===== src/rtl/multicycle_control.sv =====
// rtl/multicycle_control.sv - Moore control FSM for the multicycle CPU datapath
module multicycle_control #(
  parameter int COUNT_WIDTH = 16
) (
  input  logic                   clk,
  input  logic                   reset,
  input  logic [5:0]             CtrlOp,
  output logic                   PCWrite,
  output logic [1:0]             PCWriteCond,
  output logic                   IRWrite,
  output logic                   RegWrite,
  output logic                   MemRead,
  output logic                   MemWrite,
  output logic                   MemtoReg,
  output logic                   ReadDst,
  output logic                   BranchSel,
  output logic [1:0]             ALUSrcA,
  output logic [1:0]             ALUSrcB,
  output logic [1:0]             PCSource,
  output logic [2:0]             ALUOp,
  output logic [3:0]             state,
  output logic                   halted,
  output logic                   illegal,
  output logic [COUNT_WIDTH-1:0] instr_count
);

  typedef enum logic [3:0] {
    S_INIT     = 4'd0,
    S_FETCH    = 4'd1,
    S_DECODE   = 4'd2,
    S_EXEC_R   = 4'd3,
    S_EXEC_I   = 4'd4,
    S_ALU_WB   = 4'd5,
    S_MEM_ADDR = 4'd6,
    S_MEM_RD   = 4'd7,
    S_MEM_WB   = 4'd8,
    S_MEM_WR   = 4'd9,
    S_BRANCH   = 4'd10,
    S_JUMP     = 4'd11,
    S_HALT     = 4'd12
  } state_t;

  localparam logic [5:0] OP_ADDI = 6'h08;
  localparam logic [5:0] OP_ANDI = 6'h0A;
  localparam logic [5:0] OP_ORI  = 6'h0B;
  localparam logic [5:0] OP_LW   = 6'h10;
  localparam logic [5:0] OP_SW   = 6'h11;
  localparam logic [5:0] OP_BEQ  = 6'h12;
  localparam logic [5:0] OP_BNE  = 6'h13;
  localparam logic [5:0] OP_J    = 6'h14;
  localparam logic [5:0] OP_HALT = 6'h3F;

  state_t                 r_state;
  state_t                 w_next;
  logic                   r_illegal;
  logic [COUNT_WIDTH-1:0] r_count;

  logic w_rtype, w_itype, w_mem, w_branch;

  // R-type opcodes 00..05 map their low bits directly onto the ALUOp encoding
  assign w_rtype  = (CtrlOp <= 6'h05);
  assign w_itype  = (CtrlOp == OP_ADDI) || (CtrlOp == OP_ANDI) || (CtrlOp == OP_ORI);
  assign w_mem    = (CtrlOp == OP_LW) || (CtrlOp == OP_SW);
  assign w_branch = (CtrlOp == OP_BEQ) || (CtrlOp == OP_BNE);

  // Next-state selection; CtrlOp is only consulted from DECODE onward
  always_comb begin
    w_next = r_state;
    case (r_state)
      S_INIT:     w_next = S_FETCH;
      S_FETCH:    w_next = S_DECODE;
      S_DECODE: begin
        if (w_rtype)                 w_next = S_EXEC_R;
        else if (w_itype)            w_next = S_EXEC_I;
        else if (w_mem)              w_next = S_MEM_ADDR;
        else if (w_branch)           w_next = S_BRANCH;
        else if (CtrlOp == OP_J)     w_next = S_JUMP;
        else if (CtrlOp == OP_HALT)  w_next = S_HALT;
        else                         w_next = S_FETCH;
      end
      S_EXEC_R:   w_next = S_ALU_WB;
      S_EXEC_I:   w_next = S_ALU_WB;
      S_ALU_WB:   w_next = S_FETCH;
      S_MEM_ADDR: w_next = (CtrlOp == OP_LW) ? S_MEM_RD : S_MEM_WR;
      S_MEM_RD:   w_next = S_MEM_WB;
      S_MEM_WB:   w_next = S_FETCH;
      S_MEM_WR:   w_next = S_FETCH;
      S_BRANCH:   w_next = S_FETCH;
      S_JUMP:     w_next = S_FETCH;
      S_HALT:     w_next = S_HALT;
      default:    w_next = S_INIT;
    endcase
  end

  // State, sticky illegal flag and retired count; an undecodable opcode retires as a NOP
  always_ff @(posedge clk or negedge reset) begin
    if (!reset) begin
      r_state   <= S_INIT;
      r_illegal <= 1'b0;
      r_count   <= '0;
    end else begin
      r_state <= w_next;
      if (r_state == S_DECODE && !w_rtype && !w_itype && !w_mem && !w_branch &&
          CtrlOp != OP_J && CtrlOp != OP_HALT)
        r_illegal <= 1'b1;
      if (w_next == S_FETCH && r_state != S_INIT)
        r_count <= r_count + COUNT_WIDTH'(1);
    end
  end

  // Moore decode of the control strobes; everything not named for a state stays 0
  always_comb begin
    PCWrite     = 1'b0;
    PCWriteCond = 2'b00;
    IRWrite     = 1'b0;
    RegWrite    = 1'b0;
    MemRead     = 1'b0;
    MemWrite    = 1'b0;
    MemtoReg    = 1'b0;
    ReadDst     = 1'b0;
    BranchSel   = 1'b0;
    ALUSrcA     = 2'b00;
    ALUSrcB     = 2'b00;
    PCSource    = 2'b00;
    ALUOp       = 3'b000;
    case (r_state)
      S_FETCH: begin
        IRWrite = 1'b1;
        PCWrite = 1'b1;
        ALUSrcB = 2'b11;
      end
      S_DECODE: begin
        ALUSrcB = 2'b01;
        ReadDst = w_rtype;
      end
      S_EXEC_R: begin
        ALUSrcA = 2'b01;
        ALUOp   = CtrlOp[2:0];
      end
      S_EXEC_I: begin
        ALUSrcA = 2'b01;
        if (CtrlOp == OP_ADDI) begin
          ALUSrcB = 2'b01;
          ALUOp   = 3'b000;
        end else begin
          ALUSrcB = 2'b10;
          ALUOp   = (CtrlOp == OP_ANDI) ? 3'b010 : 3'b011;
        end
      end
      S_ALU_WB: begin
        RegWrite = 1'b1;
        MemtoReg = 1'b1;
      end
      S_MEM_ADDR: begin
        ALUSrcB = 2'b01;
        ALUSrcA = (CtrlOp == OP_SW) ? 2'b10 : 2'b01;
      end
      S_MEM_RD:  MemRead = 1'b1;
      S_MEM_WB:  RegWrite = 1'b1;
      S_MEM_WR:  MemWrite = 1'b1;
      S_BRANCH: begin
        ALUSrcA     = 2'b01;
        ALUOp       = 3'b001;
        PCSource    = 2'b01;
        PCWriteCond = 2'b01;
        BranchSel   = (CtrlOp == OP_BEQ);
      end
      S_JUMP: begin
        PCSource = 2'b10;
        PCWrite  = 1'b1;
      end
      default: ;
    endcase
  end

  assign state       = r_state;
  assign halted      = (r_state == S_HALT);
  assign illegal     = r_illegal;
  assign instr_count = r_count;

endmodule

===== config.mk =====
export PLATFORM = sky130hd
export DESIGN_NAME = multicycle_control
export DESIGN_NICKNAME = d
export VERILOG_FILES = /design/src/rtl/multicycle_control.sv
export SDC_FILE = /design/constraint.sdc
export NUM_CORES = 1
export LEC_CHECK = 0
export ABC_CLOCK_PERIOD_IN_PS = 2070
export BUFFER_PORTS_ARGS = -buffer_cell sky130_fd_sc_hd__buf_2
export CORE_MARGIN = 8
export CORE_UTILIZATION = 46
export CTS_CLUSTER_DIAMETER = 100
export DETAILED_ROUTE_END_ITERATION = 7
export PLACE_DENSITY = 0.76
export SLEW_MARGIN = 20
export SYNTH_ARGS = -nofsm -noshare
export SYNTH_HDL_FRONTEND = slang
export SYNTH_SLANG_ARGS = --single-unit

===== constraint.sdc =====
create_clock -name clk -period 2.07 [get_ports clk]
set_input_delay 0.1035 -clock clk [delete_from_list [all_inputs] [get_ports clk]]
set_output_delay 0.1035 -clock clk [all_outputs]
set_load 0.05 [all_outputs]

==> metrics.cfg <==
[floorplanning]
initial_core_util_pct=48.1
die_y_um=75.3
core-area_sq_um=3360
core.rowCount=21
die_w_um=75.3
io_pins=49
die_area_sq_um=5670

[timing]
finalHoldViolations=0
maxSlewHeadroom_pct=66.1
rsz0062_at_grt=yes
clock.fmax_mhz=488
setup_viol=0
finalSetupTns_ns=0
finalCriticalPeriod_ns=2.05
drv_slew=0
clock_skew_ns=0.00712
layout_setup_ws_ns=0.0201
finalCritPeriodShare_pct=99.0
tightest_slew_ns=0.504

[layout]
finalInstanceArea_sq_um=2260
fillers=290
synthToLayoutAreaGrowth_pct=39.4
fin_nets=270
diodes=0
drive_above_1_share_pct=47.7

[synth]
syn_avg_cell_area_sq_um=8.74
async_flop_share_pct=100
synth_cell_types=51
synth_edf_count=0
synth_nets=194
ys_seq_area_share_pct=32.5
yosys-top-cells-area=dfrtp_1, xnor2_1, nor2_1, and3_1, nand3_2
ys_ff_latch=21
synth_top_cell_by_area=dfrtp_1
yosysMostFrequentCell=dfrtp_1
synth.top_cell.area_share_pct=32.5
ys.flop_type=dfrtp_1
synth_cells=185
yosysWarnings=0
synth_area_sq_um=1620
synth_common_cells=dfrtp_1, nor2_1, xnor2_1

[cts]
clockBufferDepth=2
ctsHtreeMaxLevel=1
clockRootBuffer=clkbuf_4
cts.sinks=21
cts_tree=built
numCtsBuffers=3
clkLatencyLatePin_ns=0.31
clk_pin_slew_ns=0.12

[placed_design]
routabilityCongestion=0.937
portBuffers=47
dp_hpwl_um=3500
place_area_sq_um=2160
preCtsSetupSlack_ns=-0.138

[min_path]
hp-class=in -> reg
min_from=CtrlOp[4]
min_delay_worst_endpoint=state[3]
holdPathStages=4

[critical_path]
cp_cell_sequence=or4b_4 > a2111oi_4 > a311o_2 > nor3b_4 > nand2_2 > mux2_4
start_kind=flip-flop
r2r-start=state[2]
worstSetupPathType=reg -> reg
worstRegToRegCells=6
regToRegSetupSlack_ns=0.02
required_ns=2.27
endpoint_kind=flip-flop
critPathMaxStageDelay_ns=0.60
cp.arrival_ns=2.25
r2r-end=instr_count[1]
critPathMaxFanout=5
slowest_stage=or4b_4

[grt]
antenna_found_initial=0
track_usage_pct=16.4
grt_max_degree=22
grt_overflow=0
first_global_vias=1568
grt_pass1_wl_um=7380

[power_and_ir_drop]
cellPowerDensity_nw_per_um2=1400
leakage_nw=1.09
peakVddDrop_uv=1160

[routing]
via_per_inst=5.35
ant_nets=0
first_pass_iters=4
wl_per_cell_um=14.5
drc=0
drt-total-wl_um=4440
vias=1638
drt-initial-drc-count=74

[run_status]
outcome=complete, no violations

[flow_run]
max_cap_violations=0

[layout by cell type (no fill, tap or decap), drive strengths merged, types with 6 or more instances in the layout]
cell type  synthesis  final
inv                6      6
nor3              10     10
and3              11     11
nor2              20     20
nand3             14     14
xnor2             16     16
nand2             12     12
clkbuf             5      6
and4               6      6
buf               10     83
dfrtp             21     21
[area by class of cell]
cell class	count	area, sq um	area share [%]
Inverter	6	22.5	0.998
Tap cell	46	57.6	2.55
Clock buffer	4	26.3	1.16
Multi-Input combinational cell	143	1060	47.1
Timing Repair Buffer	86	556	24.6
Sequential cell	21	531	23.5
[logic make-up after synthesis]
group                    after synthesis  share of synthesized area (%)
buffers and inverters                 21                           6.88
AND/OR/NAND/NOR                       97                           36.3
multiplexers                           1                          0.928
AO/OA/AOI/OAI                         27                           13.8
adder cells (fa/ha/maj)                1                          0.773
flip-flops                            21                           32.5
XOR/XNOR                              16                           8.66
other                                  1                          0.232
[critical path: cells and delay by family, from the launching register on]
kind	cells	cell delay (ns)
AO/OA/AOI/OAI	2	0.47
flip-flops	1	0.43
multiplexers	1	0.29
AND/OR/NAND/NOR	3	0.76
[how the worst max path moves through the flow]
| stage | start | endpoint | slack [ns] | cells past startpoint |
|---|---|---|---|---|
| floorplan | state[3] | BranchSel | -0.18 | 4 |
| global placement | CtrlOp[5] | instr_count[12] | -0.07 | 8 |
| detailed placement | CtrlOp[2] | instr_count[11] | -0.14 | 8 |
| CTS | state[2] | instr_count[1] | 0.02 | 6 |
| global route | state[2] | instr_count[1] | -0.04 | 6 |
| finish | state[2] | instr_count[1] | 0.02 | 6 |
[report_power, final]
group	internal (mW)	switching, mW
combinational	0.825	1.50
sequential	0.514	0.115
clock	0.0753	0.126
[routing by layer]
metal,part of all wire [%],track usage [%],wire length (um)
met2,46,26.5,2060
met3,7.6,4.08,337
met4,0.65,4.48,29
met1,45,21.3,2010
met5,0,0,0
[stage by stage]
step / utilization, % / hold slack, ns / instances / power (mW)
after floorplan: - / -0.192 / 185 / 2.25
after global placement: 64.3 / 0.0779 / 297 / 2.81
after detailed placement: 64.3 / 0.0832 / 297 / 2.83
after CTS: 66.4 / 0.239 / 306 / 3.11
after global routing: 67.1 / 0.257 / 306 / 3.35
final: 67.1 / 0.239 / 306 / 3.16
[timing repair]
action	CTS	global route
gates cloned	0	0
setup endpoints to repair	9	15
buffers inserted	4	0
hold buffers	1	0
endpoints found under the hold margin	21	0
gates resized for setup	1	6
pin swaps	5	2
[sequential cells by signal, indices dropped and copies added (netlist names)]
register     count
instr_count     16
state            4
illegal          1
No activity file was read; power rests on OpenSTA's default activity.
